===== src/rtl/prn_epoch_sequencer_if.sv =====
// Host/generator-side signal bundle for the PRN epoch sequencer.
// The host drives the master modport; the sequencer sits on the slave modport.
interface prn_epoch_sequencer_if #(
    parameter int CNT_W = 14
);
    logic             seed_wr;
    logic [3:0]       seed_addr;
    logic [7:0]       seed_byte;
    logic             start;
    logic             stop;
    logic             chip_tick;
    logic             gen_load_en;
    logic             gen_load_data;
    logic             gen_adv;
    logic [CNT_W-1:0] chip_idx;
    logic             epoch_pulse;
    logic [7:0]       epoch_count;
    logic             busy;
    logic             overrun;

    modport master (
        output seed_wr, seed_addr, seed_byte, start, stop, chip_tick,
        input  gen_load_en, gen_load_data, gen_adv, chip_idx,
               epoch_pulse, epoch_count, busy, overrun
    );

    modport slave (
        input  seed_wr, seed_addr, seed_byte, start, stop, chip_tick,
        output gen_load_en, gen_load_data, gen_adv, chip_idx,
               epoch_pulse, epoch_count, busy, overrun
    );
endinterface


===== src/rtl/prn_epoch_sequencer.sv =====
// Seeds the JNAV PRN generator serially from a double-buffered 115-bit seed,
// then advances it one chip per chip_tick, reseeding at each epoch boundary.
module prn_epoch_sequencer #(
    parameter int CODE_LEN = 10230,
    parameter int CNT_W    = 14,
    parameter bit RESEED   = 1'b1
) (
    input logic                  clk,
    input logic                  rst_n,
    prn_epoch_sequencer_if.slave bus
);

    localparam int               SEED_W   = 115;
    localparam logic [6:0]       LAST_BIT = 7'(SEED_W - 1);
    localparam logic [CNT_W-1:0] LAST_IDX = CNT_W'(CODE_LEN - 1);

    typedef enum logic [1:0] {
        S_IDLE,
        S_LOAD,
        S_RUN
    } state_t;

    state_t            state_q, state_d;
    logic [6:0]        bit_cnt_q, bit_cnt_d;
    logic [CNT_W-1:0]  chip_idx_q, chip_idx_d;
    logic [7:0]        epoch_cnt_q, epoch_cnt_d;
    logic              overrun_q, overrun_d;
    logic [SEED_W-1:0] shadow_q, shadow_d;
    logic [SEED_W-1:0] active_q, active_d;

    logic gen_adv;
    logic last_chip;
    logic epoch_hit;

    // Byte n lands on bits [8n+7:8n]; the top byte only keeps its low 3 bits.
    function automatic logic [SEED_W-1:0] write_byte(input logic [SEED_W-1:0] seed,
                                                     input logic [3:0]        addr,
                                                     input logic [7:0]        data);
        logic [119:0] wide;
        wide = {5'b0, seed};
        wide[{addr, 3'b000} +: 8] = data;
        return wide[SEED_W-1:0];
    endfunction

    always_comb begin
        gen_adv   = (state_q == S_RUN) && bus.chip_tick;
        last_chip = (chip_idx_q == LAST_IDX);
        epoch_hit = gen_adv && last_chip;
    end

    assign bus.gen_load_en   = (state_q == S_LOAD);
    assign bus.gen_load_data = (state_q == S_LOAD) && active_q[LAST_BIT - bit_cnt_q];
    assign bus.gen_adv       = gen_adv;
    assign bus.epoch_pulse   = epoch_hit;
    assign bus.chip_idx      = chip_idx_q;
    assign bus.epoch_count   = epoch_cnt_q;
    assign bus.busy          = (state_q != S_IDLE);
    assign bus.overrun       = overrun_q;

    always_comb begin
        state_d     = state_q;
        bit_cnt_d   = bit_cnt_q;
        chip_idx_d  = chip_idx_q;
        epoch_cnt_d = epoch_cnt_q;
        overrun_d   = overrun_q;
        shadow_d    = shadow_q;
        active_d    = active_q;

        if (bus.seed_wr && (bus.seed_addr != 4'hF)) begin
            shadow_d = write_byte(shadow_q, bus.seed_addr, bus.seed_byte);
        end

        // stop outranks everything, including a simultaneous start or epoch wrap
        if (bus.stop) begin
            state_d    = S_IDLE;
            bit_cnt_d  = '0;
            chip_idx_d = '0;
        end else begin
            case (state_q)
                S_IDLE: begin
                    if (bus.start) begin
                        state_d     = S_LOAD;
                        bit_cnt_d   = '0;
                        chip_idx_d  = '0;
                        epoch_cnt_d = '0;
                        overrun_d   = 1'b0;
                        active_d    = shadow_q;
                    end
                end
                S_LOAD: begin
                    if (bus.chip_tick) begin
                        overrun_d = 1'b1;
                    end
                    if (bit_cnt_q == LAST_BIT) begin
                        state_d   = S_RUN;
                        bit_cnt_d = '0;
                    end else begin
                        bit_cnt_d = bit_cnt_q + 7'd1;
                    end
                end
                S_RUN: begin
                    if (gen_adv) begin
                        if (last_chip) begin
                            chip_idx_d  = '0;
                            epoch_cnt_d = epoch_cnt_q + 8'd1;
                            if (RESEED) begin
                                state_d   = S_LOAD;
                                bit_cnt_d = '0;
                                active_d  = shadow_q;
                            end
                        end else begin
                            chip_idx_d = chip_idx_q + 1'b1;
                        end
                    end
                end
                default: begin
                    state_d = S_IDLE;
                end
            endcase
        end
    end

    always_ff @(posedge clk) begin
        if (!rst_n) begin
            state_q     <= S_IDLE;
            bit_cnt_q   <= '0;
            chip_idx_q  <= '0;
            epoch_cnt_q <= '0;
            overrun_q   <= 1'b0;
            shadow_q    <= '0;
            active_q    <= '0;
        end else begin
            state_q     <= state_d;
            bit_cnt_q   <= bit_cnt_d;
            chip_idx_q  <= chip_idx_d;
            epoch_cnt_q <= epoch_cnt_d;
            overrun_q   <= overrun_d;
            shadow_q    <= shadow_d;
            active_q    <= active_d;
        end
    end

endmodule


===== src/flat_wrapper.sv =====
// flat-port wrapper written by rule: the top's interface ports become plain ports
module prn_epoch_sequencer_flat 
#(
    parameter int CODE_LEN = 10230,
    parameter int CNT_W    = 14,
    parameter bit RESEED   = 1'b1
)
  (clk, rst_n, bus_seed_wr, bus_seed_addr, bus_seed_byte, bus_start, bus_stop, bus_chip_tick, bus_gen_load_en, bus_gen_load_data, bus_gen_adv, bus_chip_idx, bus_epoch_pulse, bus_epoch_count, bus_busy, bus_overrun);
  prn_epoch_sequencer_if #(.CNT_W(CNT_W)) bus_i ();
  input logic clk;
  input logic rst_n;
  input wire logic [$bits(bus_i.seed_wr)-1:0] bus_seed_wr;
  input wire logic [$bits(bus_i.seed_addr)-1:0] bus_seed_addr;
  input wire logic [$bits(bus_i.seed_byte)-1:0] bus_seed_byte;
  input wire logic [$bits(bus_i.start)-1:0] bus_start;
  input wire logic [$bits(bus_i.stop)-1:0] bus_stop;
  input wire logic [$bits(bus_i.chip_tick)-1:0] bus_chip_tick;
  output wire logic [$bits(bus_i.gen_load_en)-1:0] bus_gen_load_en;
  output wire logic [$bits(bus_i.gen_load_data)-1:0] bus_gen_load_data;
  output wire logic [$bits(bus_i.gen_adv)-1:0] bus_gen_adv;
  output wire logic [$bits(bus_i.chip_idx)-1:0] bus_chip_idx;
  output wire logic [$bits(bus_i.epoch_pulse)-1:0] bus_epoch_pulse;
  output wire logic [$bits(bus_i.epoch_count)-1:0] bus_epoch_count;
  output wire logic [$bits(bus_i.busy)-1:0] bus_busy;
  output wire logic [$bits(bus_i.overrun)-1:0] bus_overrun;
  assign bus_i.seed_wr = bus_seed_wr;
  assign bus_i.seed_addr = bus_seed_addr;
  assign bus_i.seed_byte = bus_seed_byte;
  assign bus_i.start = bus_start;
  assign bus_i.stop = bus_stop;
  assign bus_i.chip_tick = bus_chip_tick;
  assign bus_gen_load_en = bus_i.gen_load_en;
  assign bus_gen_load_data = bus_i.gen_load_data;
  assign bus_gen_adv = bus_i.gen_adv;
  assign bus_chip_idx = bus_i.chip_idx;
  assign bus_epoch_pulse = bus_i.epoch_pulse;
  assign bus_epoch_count = bus_i.epoch_count;
  assign bus_busy = bus_i.busy;
  assign bus_overrun = bus_i.overrun;
  prn_epoch_sequencer #(.CODE_LEN(CODE_LEN), .CNT_W(CNT_W), .RESEED(RESEED)) u_core (.clk(clk), .rst_n(rst_n), .bus(bus_i));
endmodule

===== config.mk =====
export PLATFORM = sky130hd
export DESIGN_NAME = prn_epoch_sequencer_flat
export DESIGN_NICKNAME = d
export VERILOG_FILES = /design/src/rtl/prn_epoch_sequencer_if.sv /design/src/rtl/prn_epoch_sequencer.sv /design/src/flat_wrapper.sv
export SDC_FILE = /design/constraint.sdc
export NUM_CORES = 1
export LEC_CHECK = 0
export CELL_PAD_IN_SITES_DETAIL_PLACEMENT = 1
export CELL_PAD_IN_SITES_GLOBAL_PLACEMENT = 1
export CORE_MARGIN = 2
export CORE_UTILIZATION = 34
export DETAILED_ROUTE_END_ITERATION = 10
export DONT_BUFFER_PORTS = 1
export GPL_TIMING_DRIVEN = 0
export PLACE_DENSITY = 0.58
export SKIP_LAST_GASP = 1
export SYNTH_ARGS = -nofsm -noshare
export SYNTH_HDL_FRONTEND = slang
export SYNTH_SLANG_ARGS = --single-unit

===== constraint.sdc =====
create_clock -name clk -period 5.2 [get_ports clk]
set_input_delay 0.78 -clock clk [delete_from_list [all_inputs] [get_ports clk]]
set_output_delay 0.78 -clock clk [all_outputs]
set_load 0.05 [all_outputs]

# ---- After elaboration in Yosys (flattened, before gate mapping)
# Cells that the tools add are included.
dict set report op_classes {
  magnitude_cmp 1
  bitwise_logic 2
  n_eq_ne 10
  n_reduce_logical 15
  shifts 2
  multipliers 0
  n_div 0
  mux 28
  n_addsub 5
}
# cell n
set ops {}
lappend ops {{2-to-1 mux 115 bit} 3}
lappend ops {{one-hot mux 115 bit (2 select lines)} 1}
lappend ops {{bitwise mux 120 bit} 1}
lappend ops {{variable shift 8 x 9 -> 120 bit, first input constant} 1}
lappend ops {{indexed part select 8 x 9 -> 120 bit} 1}
lappend ops {{2-to-1 mux 14 bit} 3}
lappend ops {{2-to-1 mux 7 bit} 4}
lappend ops {{one-hot mux 14 bit (2 select lines)} 1}
lappend ops {{2-to-1 mux 8 bit} 3}
lappend ops {{one-hot mux 7 bit (3 select lines)} 1}
lappend ops {{one-hot mux 8 bit (2 select lines)} 1}
lappend ops {{adder 14 x 1 -> 14 bit, second input constant} 1}
lappend ops {{equality test 14 bit, second input constant} 1}
lappend ops {{AND reduction 4 bit} 3}
lappend ops {{negation 7 -> 9 bit} 1}
lappend ops {{adder 8 x 1 -> 8 bit, second input constant} 1}
lappend ops {{< comparator 7 x 8 -> 1 bit, second input constant} 1}
lappend ops {{2-to-1 mux 2 bit} 4}
lappend ops {{adder 7 x 1 -> 7 bit, second input constant} 1}
lappend ops {{binary-select mux 1 bit (select 7 bit)} 1}
lappend ops {{equality test 7 bit, second input constant} 1}
lappend ops {{subtractor 7 bit, first input constant} 1}
lappend ops {{inequality test 2 bit, second input constant} 3}
lappend ops {{one-hot mux 2 bit (3 select lines)} 1}
lappend ops {{14 further kinds} 23}
dict set report word_totals {
  register_bits 262
  out_inout_bits 28
  latch_bits 0
  in_bits 18
  ramBits 0
  elab_cells 70
  mem_count 0
  rom_bits 0
}

# ---- Logic depth before layout (Yosys ltp)
# Gate-level depths: netlist of the first run.
dict set report logic_depth {
  depth_word 4
  mapped_depth 13
  mapped_depth_nobuf 8
}

# ---- Least setup slack after synthesis of the first run
# Ideal clock, no wire load.
dict set report synth_timing {
  kind {register to output}
  startpoint {register u_core.bit_cnt_q[0]}
  endpoint {output port bus_gen_load_data}
  setup_slack_ps 1393
  arrival_ps 3027
  path_buffers 5
  required_time_ps 4420
  path_stages_with_launch 13
  cell_sequence {dfxtp_1 -> buf_6 -> buf_12 -> buf_4 -> inv_1 -> ha_1 -> buf_2 -> buf_2 -> mux4_1 -> mux2i_1 -> o21ai_0 -> a311o_1 -> a2111o_1}
}
dict set report synth_via {
  elab_chain_len 4
}
# item line
set synth_lines {}
lappend synth_lines {{from (decl)} prn_epoch_sequencer.sv:24} ;# logic [6:0] bit_cnt_q, bit_cnt_d;
lappend synth_lines {{from (signal assigned)} prn_epoch_sequencer.sv:134} ;# bit_cnt_q <= bit_cnt_d;
lappend synth_lines {{subtractor 7 bit} prn_epoch_sequencer.sv:52} ;# assign bus.gen_load_data = (state_q == S_LOAD) && active_q[LAST_BIT - bit_cnt_q];
lappend synth_lines {{binary-select mux 1 bit (select 7 bit)} prn_epoch_sequencer.sv:52}
lappend synth_lines {{2-to-1 mux 1 bit (not written as such)} prn_epoch_sequencer.sv:52}
lappend synth_lines {{logical AND 1 bit} prn_epoch_sequencer.sv:52}
lappend synth_lines {{to (decl)} flat_wrapper.sv:19} ;# output wire logic [$bits(bus_i.gen_load_data)-1:0] bus_gen_load_data;
# Every way passes these cells. The select of a mux whose other input is x is not followed.

# ---- Final worst setup path of the first run
# Same ends and word-level chain as after synthesis.

==> impl_metrics.py, run 1 <==
metrics = {
    "critical_path": {
        "critical_path_class": "flip-flop to primary output",
        "required_ps": 4420,
        "startpoint_type": "flip-flop",
        "crit_chain": "buf_6 -> buf_12 -> buf_6 -> inv_1 -> ha_2 -> buf_6 -> buf_6 -> mux4_1 -> mux2i_4 -> o21ai_0 -> a311o_1 -> a2111o_2",
        "cpMaxStageDelayCell": "a2111o_2",
        "cpPeakStageDelay_ps": 580,
        "cp_max_fo": 10,
        "path_buf_inv": 6,
        "cp-end-kind": "primary output",
        "cpMostUsedCell": "buf_6",
        "r2r_setup_slack_ps": 1820,
        "arrival_ps": 4230,
        "critPathTopFamily": "buffers and inverters",
    },
    "route": {
        "remaining_drc_errors": 0,
        "viasPerCell": 4.96,
        "postRouteAntennaNets": 0,
        "firstDrtPassIters": 4,
        "wl_um": 34800,
        "vias": 8726,
        "drt_iter0_drc": 399,
        "avgRoutedWirePerCell_um": 19.8,
    },
    "placement": {
        "hpwl_um": 24800,
        "io_buffers": 0,
        "post-place-ws_ps": -93.4,
        "gp_congestion": 0.751,
    },
    "yosys": {
        "ys_ff_latch": 262,
        "synth-main-ff-cell": "dfxtp_1",
        "ys_warn_count": 0,
        "yosysSeqAreaShare_pct": 44.7,
        "syn-instance-count": 1252,
        "syn_avg_cell_area_um2": 9.38,
        "ys_types": 60,
        "synth_fp_nets": 1279,
        "synthArstFlopShare_pct": 0,
        "syn-cell-area_um2": 11700,
        "synth-edff-count": 0,
    },
    "pwr": {
        "p_leak_nw": 5.03,
        "p_int_mw": 3.27,
        "power_density_nw_per_um2": 325,
        "p_seq_share_pct": 47.1,
        "sw_frac_of_total_pct": 24.2,
        "power_frac_comb_pct": 6.2,
        "p_clk_share_pct": 46.8,
        "switchingPower_mw": 1.05,
        "ir_drop_v": 0.000239,
    },
    "sta": {
        "period_share_pct": 96.3,
        "setup_viol": 0,
        "worst_pin_slew_ps": 1280,
        "hold_slack_ps": 418,
        "fmaxAchievable_ghz": 0.200,
        "finalHoldViolCount": 0,
        "setup_ws_ps": 193,
        "maxSlewViolCount": 0,
        "rsz0062_at_grt": "no",
        "slew_headroom_pct": 14.8,
        "fin_crit_ps": 5010,
        "clock_skew_ps": 22.6,
    },
    "cells_and_area": {
        "multi_input_area_um2": 6100,
        "area_growth_pct": 13.2,
        "antennaDiodeCount": 0,
        "fin_util_pct": 38.8,
        "drive_gt1_share_pct": 8.35,
        "nNetsFinal": 1311,
        "layout.area.seq_um2": 5250,
        "n_fill_cell": 3984,
    },
    "die": {
        "die_h_um": 190,
        "row_count": 68,
        "boundaryPins": 46,
        "core_area_um2": 34300,
        "floorplan.initialDensity_pct": 34.2,
        "fp.dieW_um": 190,
        "die_area_um2": 36000,
    },
    "clock_tree": {
        "cts.clk_slew.worst_paths_ps": 60,
        "clk_latency_ps": 560,
        "htreeDepth": 1,
        "cts_num_sinks": 262,
        "clockBufferDepth": 3,
        "cts_root_buffer": "clkbuf_16",
        "cts_buffers": 30,
        "cts_tree": "yes",
    },
    "global_route": {
        "grt_use_total_pct": 19.8,
        "grt_first_pass_wirelength_um": 54500,
        "grt-ovfl-total": 0,
        "antenna_found_initial": 4,
        "grt_pass1_vias": 9055,
        "grt_max_degree": 16,
    },
    "run_status": {
        "status": "complete, no violations",
    },
    "run": {
        "cap_violations": 0,
    },
    "worst_hold_path": {
        "worst_hold_path_type": "input pin to flip-flop",
    },
}
layout by cell type (no fill, tap or decap), types with 3 or more instances in the layout:
| cell type | netlist | final |
|---|---|---|
| clkbuf_16 | 0 | 30 |
| nand2b_1 | 3 | 3 |
| o21ai_0 | 7 | 7 |
| mux4_2 | 24 | 24 |
| nand2_1 | 275 | 275 |
| xor2_1 | 17 | 17 |
| clkinv_2 | 0 | 6 |
| a21oi_1 | 8 | 8 |
| buf_4 | 6 | 5 |
| dfxtp_1 | 262 | 262 |
| nor3b_1 | 5 | 5 |
| mux2i_1 | 122 | 120 |
| nor2b_1 | 121 | 121 |
| clkbuf_8 | 0 | 4 |
| a21boi_1 | 79 | 79 |
| xnor2_1 | 13 | 13 |
| a21boi_0 | 45 | 45 |
| nor2_1 | 49 | 49 |
| mux4_1 | 4 | 4 |
| buf_2 | 21 | 19 |
| clkbuf_1 | 54 | 64 |
| inv_1 | 7 | 7 |
| nand4_1 | 12 | 12 |
| nor3_1 | 10 | 10 |
| and3_1 | 13 | 13 |
| and2_1 | 14 | 14 |
| buf_6 | 2 | 5 |
| nand3_1 | 19 | 19 |
| a211oi_1 | 8 | 8 |
| ha_1 | 9 | 8 |
per-stage QoR:
stage / power, mW / cells / instance area (um2) / TNS [ps]
2_1_floorplan: 2.24 / 1252 / 11700 / 0
3_3_place_gp: 2.34 / 1707 / 12300 / -124
3_5_place_dp: 2.35 / 1707 / 12300 / -93.4
4_1_cts: 4.39 / 1760 / 13300 / 0
5_1_grt: 4.50 / 1760 / 13300 / 0
6_report: 4.32 / 1760 / 13300 / 0
cell usage after synthesis, drive strengths merged, types with 2 or more instances:
master	instances	share of area (%)
nand2	275	8.8
dfxtp	262	45
a21boi	124	7.9
mux2i	122	10
nor2b	121	6.4
clkbuf	54	1.7
nor2	49	1.6
buf	32	1.7
mux4	28	5.5
nand3	19	0.81
xor2	18	1.4
and2	14	0.75
and3	13	0.69
xnor2	13	0.97
nand4	12	0.64
nor3	11	0.51
a211oi	9	0.62
ha	9	0.96
a21oi	8	0.34
inv	7	0.22
o21ai	7	0.30
nor3b	5	0.32
nand2b	3	0.16
o22ai	3	0.21
a21o	2	0.13
a31oi	2	0.11
a41oi	2	0.15
and3b	2	0.15
nand4b	2	0.15
o211ai	2	0.13
o31ai	2	0.13
or2	2	0.11
or3	2	0.11
final cells by class:
class / count / area share [%]
multi-input cells: 896 / 45.9
flip-flops and latches: 262 / 39.5
clock buffers: 44 / 6.34
well taps: 455 / 4.28
plain buffers: 86 / 3.18
clock inverters: 9 / 0.640
inverters: 8 / 0.226
cells by family (layout without fill, tap and decap cells):
| family | after synthesis | after routing | share of synthesized area, % |
|---|---|---|---|
| flops | 262 | 262 | 44.7 |
| buf+inv | 94 | 147 | 3.69 |
| fa+ha+maj | 9 | 9 | 0.959 |
| simple gates | 535 | 535 | 21.6 |
| compound gates | 171 | 171 | 10.8 |
| xor+xnor | 31 | 31 | 2.38 |
| mux | 150 | 150 | 15.9 |
flip-flops by register name (all words and copies together), names as in the netlist:
name / cells
u_core.bus.chip_idx: 14
u_core.bus.epoch_count: 8
u_core.active_q: 115
u_core.state_q: 2
u_core.bus.overrun: 1
u_core.bit_cnt_q: 7
u_core.shadow_q: 115
worst paths after layout:
check / from / endpoint / cells past startpoint
hold reg to reg: u_core.shadow_q[76] / u_core.active_q[76] / 2
setup / recovery: u_core.bit_cnt_q[0] / bus_gen_load_data / 12
hold / removal: bus_stop / u_core.bus.overrun / 3
setup reg to reg: u_core.bus.chip_idx[0] / u_core.active_q[12] / 8
power by group through the flow:
stage / registers, mW / clock network [mW] / logic (mW)
final: 2.03 / 2.02 / 0.266
after global routing: 2.03 / 2.18 / 0.289
after CTS: 2.03 / 2.09 / 0.271
after detailed placement: 2.08 / 0 / 0.268
after global placement: 2.08 / 0 / 0.267
after floorplan: 2.08 / 0 / 0.169
worst reg2reg max path, delay by kind of cell, from the launching register on:
kind                       cells  cell delay, ps
adders and majority gates      1             250
DFF                            1             750
buffers and inverters          2             780
and+or+nand+nor                3             770
AOI/OAI and AO/OA              2             770
per-layer routing:
metal / share of wire, % / vias up / global-route usage [%]
met5: 0 / - / 0
met4: 1.7 / 0 / 3.67
met3: 4.2 / 35 / 2.80
met2: 46 / 126 / 33.1
met1: 48 / 4264 / 27.3
li1: - / 4301 / -
repair_timing:
item                                    in CTS  in global routing
gates resized for setup                     12                  4
endpoints found under the setup margin       1                  1
endpoints found under the hold margin        0                  0
pin swaps                                    0                  1
setup buffers                                0                  0
hold buffers                                 0                  0
No activity file was read; power rests on OpenSTA's default activity.
==> inputs of run 2 (changes only) <==
CORE_ASPECT_RATIO = 1.2   (was default)
==> impl_metrics.py, run 2 (synthesized netlist as in run 1, its figures left out) <==
metrics = {
    "clock_tree": {
        "clk_latency_ps": 570,
        "cts_num_sinks": 262,
        "cts.clk_slew.worst_paths_ps": 60,
        "cts_tree": "yes",
        "cts_root_buffer": "clkbuf_16",
        "clockBufferDepth": 3,
        "htreeDepth": 1,
        "cts_buffers": 31,
    },
    "route": {
        "avgRoutedWirePerCell_um": 19.9,
        "drt_iter0_drc": 402,
        "vias": 8728,
        "firstDrtPassIters": 4,
        "remaining_drc_errors": 0,
        "postRouteAntennaNets": 0,
        "viasPerCell": 4.94,
        "wl_um": 35200,
    },
    "global_route": {
        "grt-ovfl-total": 0,
        "antenna_found_initial": 0,
        "grt_use_total_pct": 19.7,
        "grt_max_degree": 16,
        "grt_pass1_vias": 8986,
        "grt_first_pass_wirelength_um": 54700,
    },
    "die": {
        "fp.dieW_um": 174,
        "die_area_um2": 36000,
        "boundaryPins": 46,
        "row_count": 74,
        "die_h_um": 208,
        "core_area_um2": 34100,
        "floorplan.initialDensity_pct": 34.5,
    },
    "sta": {
        "fmaxAchievable_ghz": 0.203,
        "slew_headroom_pct": 13.3,
        "worst_pin_slew_ps": 1290,
        "period_share_pct": 94.8,
        "fin_crit_ps": 4930,
        "maxSlewViolCount": 0,
        "setup_ws_ps": 272,
        "setup_viol": 0,
        "finalHoldViolCount": 0,
        "rsz0062_at_grt": "no",
        "clock_skew_ps": 9.90,
    },
    "critical_path": {
        "cp_max_fo": 10,
        "worstSetupStartpoint": "u_core.bit_cnt_q[0]",
        "critical_path_class": "flip-flop to primary output",
        "required_ps": 4420,
        "arrival_ps": 4150,
        "critPathTopFamily": "buffers and inverters",
        "endpoint": "bus_gen_load_data",
        "reg2reg_to": "u_core.active_q[7]",
        "cpMaxStageDelayCell": "a2111o_2",
        "startpoint_type": "flip-flop",
        "crit_chain": "buf_6 -> buf_12 -> buf_6 -> inv_1 -> ha_4 -> buf_6 -> buf_6 -> mux4_1 -> mux2i_2 -> o21ai_0 -> a311o_1 -> a2111o_2",
        "path_buf_inv": 6,
        "cp.depth": 12,
        "cp-end-kind": "primary output",
        "cpPeakStageDelay_ps": 640,
        "r2r-start": "u_core.bus.chip_idx[0]",
        "r2r_cells": 8,
        "r2r_setup_slack_ps": 1670,
        "cpMostUsedCell": "buf_6",
    },
    "run_status": {
        "status": "complete, no violations",
    },
    "placement": {
        "io_buffers": 0,
        "post-place-ws_ps": -46.7,
        "hpwl_um": 25000,
        "gp_congestion": 0.779,
    },
    "worst_hold_path": {
        "worst_hold_path_type": "input pin to flip-flop",
    },
    "cells_and_area": {
        "final_common_cell": "nand2_1",
        "area_growth_pct": 14.8,
        "nNetsFinal": 1312,
        "drive_gt1_share_pct": 9.47,
        "antennaDiodeCount": 0,
        "n_fill_cell": 3986,
        "final_cell_mix": "nand2_1, dfxtp_1, nor2b_1, mux2i_1, a21boi_1",
    },
    "pwr": {
        "p_leak_nw": 5.11,
        "power_density_nw_per_um2": 343,
        "ir_drop_v": 0.000205,
        "power_mw": 4.62,
    },
    "run": {
        "cap_violations": 0,
    },
}
## run 2: cell type report
cell class | instances | area [um2] | share of cell area [%]
plain buffers | 86 | 420 | 3.12
clock buffers | 46 | 962 | 7.14
multi-input cells | 896 | 6100 | 45.3
inverters | 8 | 30.0 | 0.223
flip-flops and latches | 262 | 5250 | 38.9
clock inverters | 12 | 150 | 1.11
well taps | 456 | 571 | 4.23
## run 2: where the power goes
part           switching [mW]  internal, mW  leakage (nW)
logic                   0.181        0.0863          2.46
registers              0.0146          2.02          2.11
clock network           0.895          1.42         0.545
total                    1.09          3.53          5.11
## run 2: per-layer routing
layer / global-route usage, % / up-vias / routed length [um]
met1: 25.6 / 4214 / 16300
met4: 6.43 / 0 / 1090
met5: 0 / - / 0
li1: - / 4316 / -
met2: 33.5 / 141 / 16600
met3: 2.89 / 57 / 1310
## run 2: what timing repair did
| item | 4_1_cts | 5_1_grt |
|---|---|---|
| gates resized for setup | 14 | 3 |
| gates cloned | 0 | 0 |
| endpoints found under the setup margin | 1 | 1 |
| buffers inserted | 0 | 0 |
| pin swaps | 1 | 1 |
| hold buffers | 0 | 0 |
## run 2: through the flow
| step | instance area [um2] | cells | util (%) | setup TNS, ps | hold slack, ps |
|---|---|---|---|---|---|
| after floorplan | 11700 | 1252 | - | 0 | 430 |
| after global placement | 12300 | 1708 | 36.1 | -33.9 | 438 |
| after detailed placement | 12300 | 1708 | 36.1 | -46.7 | 446 |
| after CTS | 13500 | 1766 | 39.5 | 0 | 406 |
| after global routing | 13500 | 1766 | 39.6 | 0 | 441 |
| final | 13500 | 1766 | 39.6 | 0 | 428 |
## run 2: worst min path at each step
stage / start / endpoint / slack [ps] / cells past startpoint
after floorplan: u_core.shadow_q[100] / u_core.active_q[100] / 430 / 2
after global placement: u_core.active_q[63] / u_core.active_q[63] / 440 / 2
after detailed placement: u_core.active_q[85] / u_core.active_q[85] / 450 / 2
after CTS: bus_stop / u_core.bus.overrun / 410 / 3
after global routing: bus_stop / u_core.bus.overrun / 440 / 3
final: bus_stop / u_core.bus.overrun / 430 / 3
## run 2: worst min-delay path, delay by kind of cell
kind / cells / cell delay, ps
AND/OR/NAND/NOR: 3 / 170
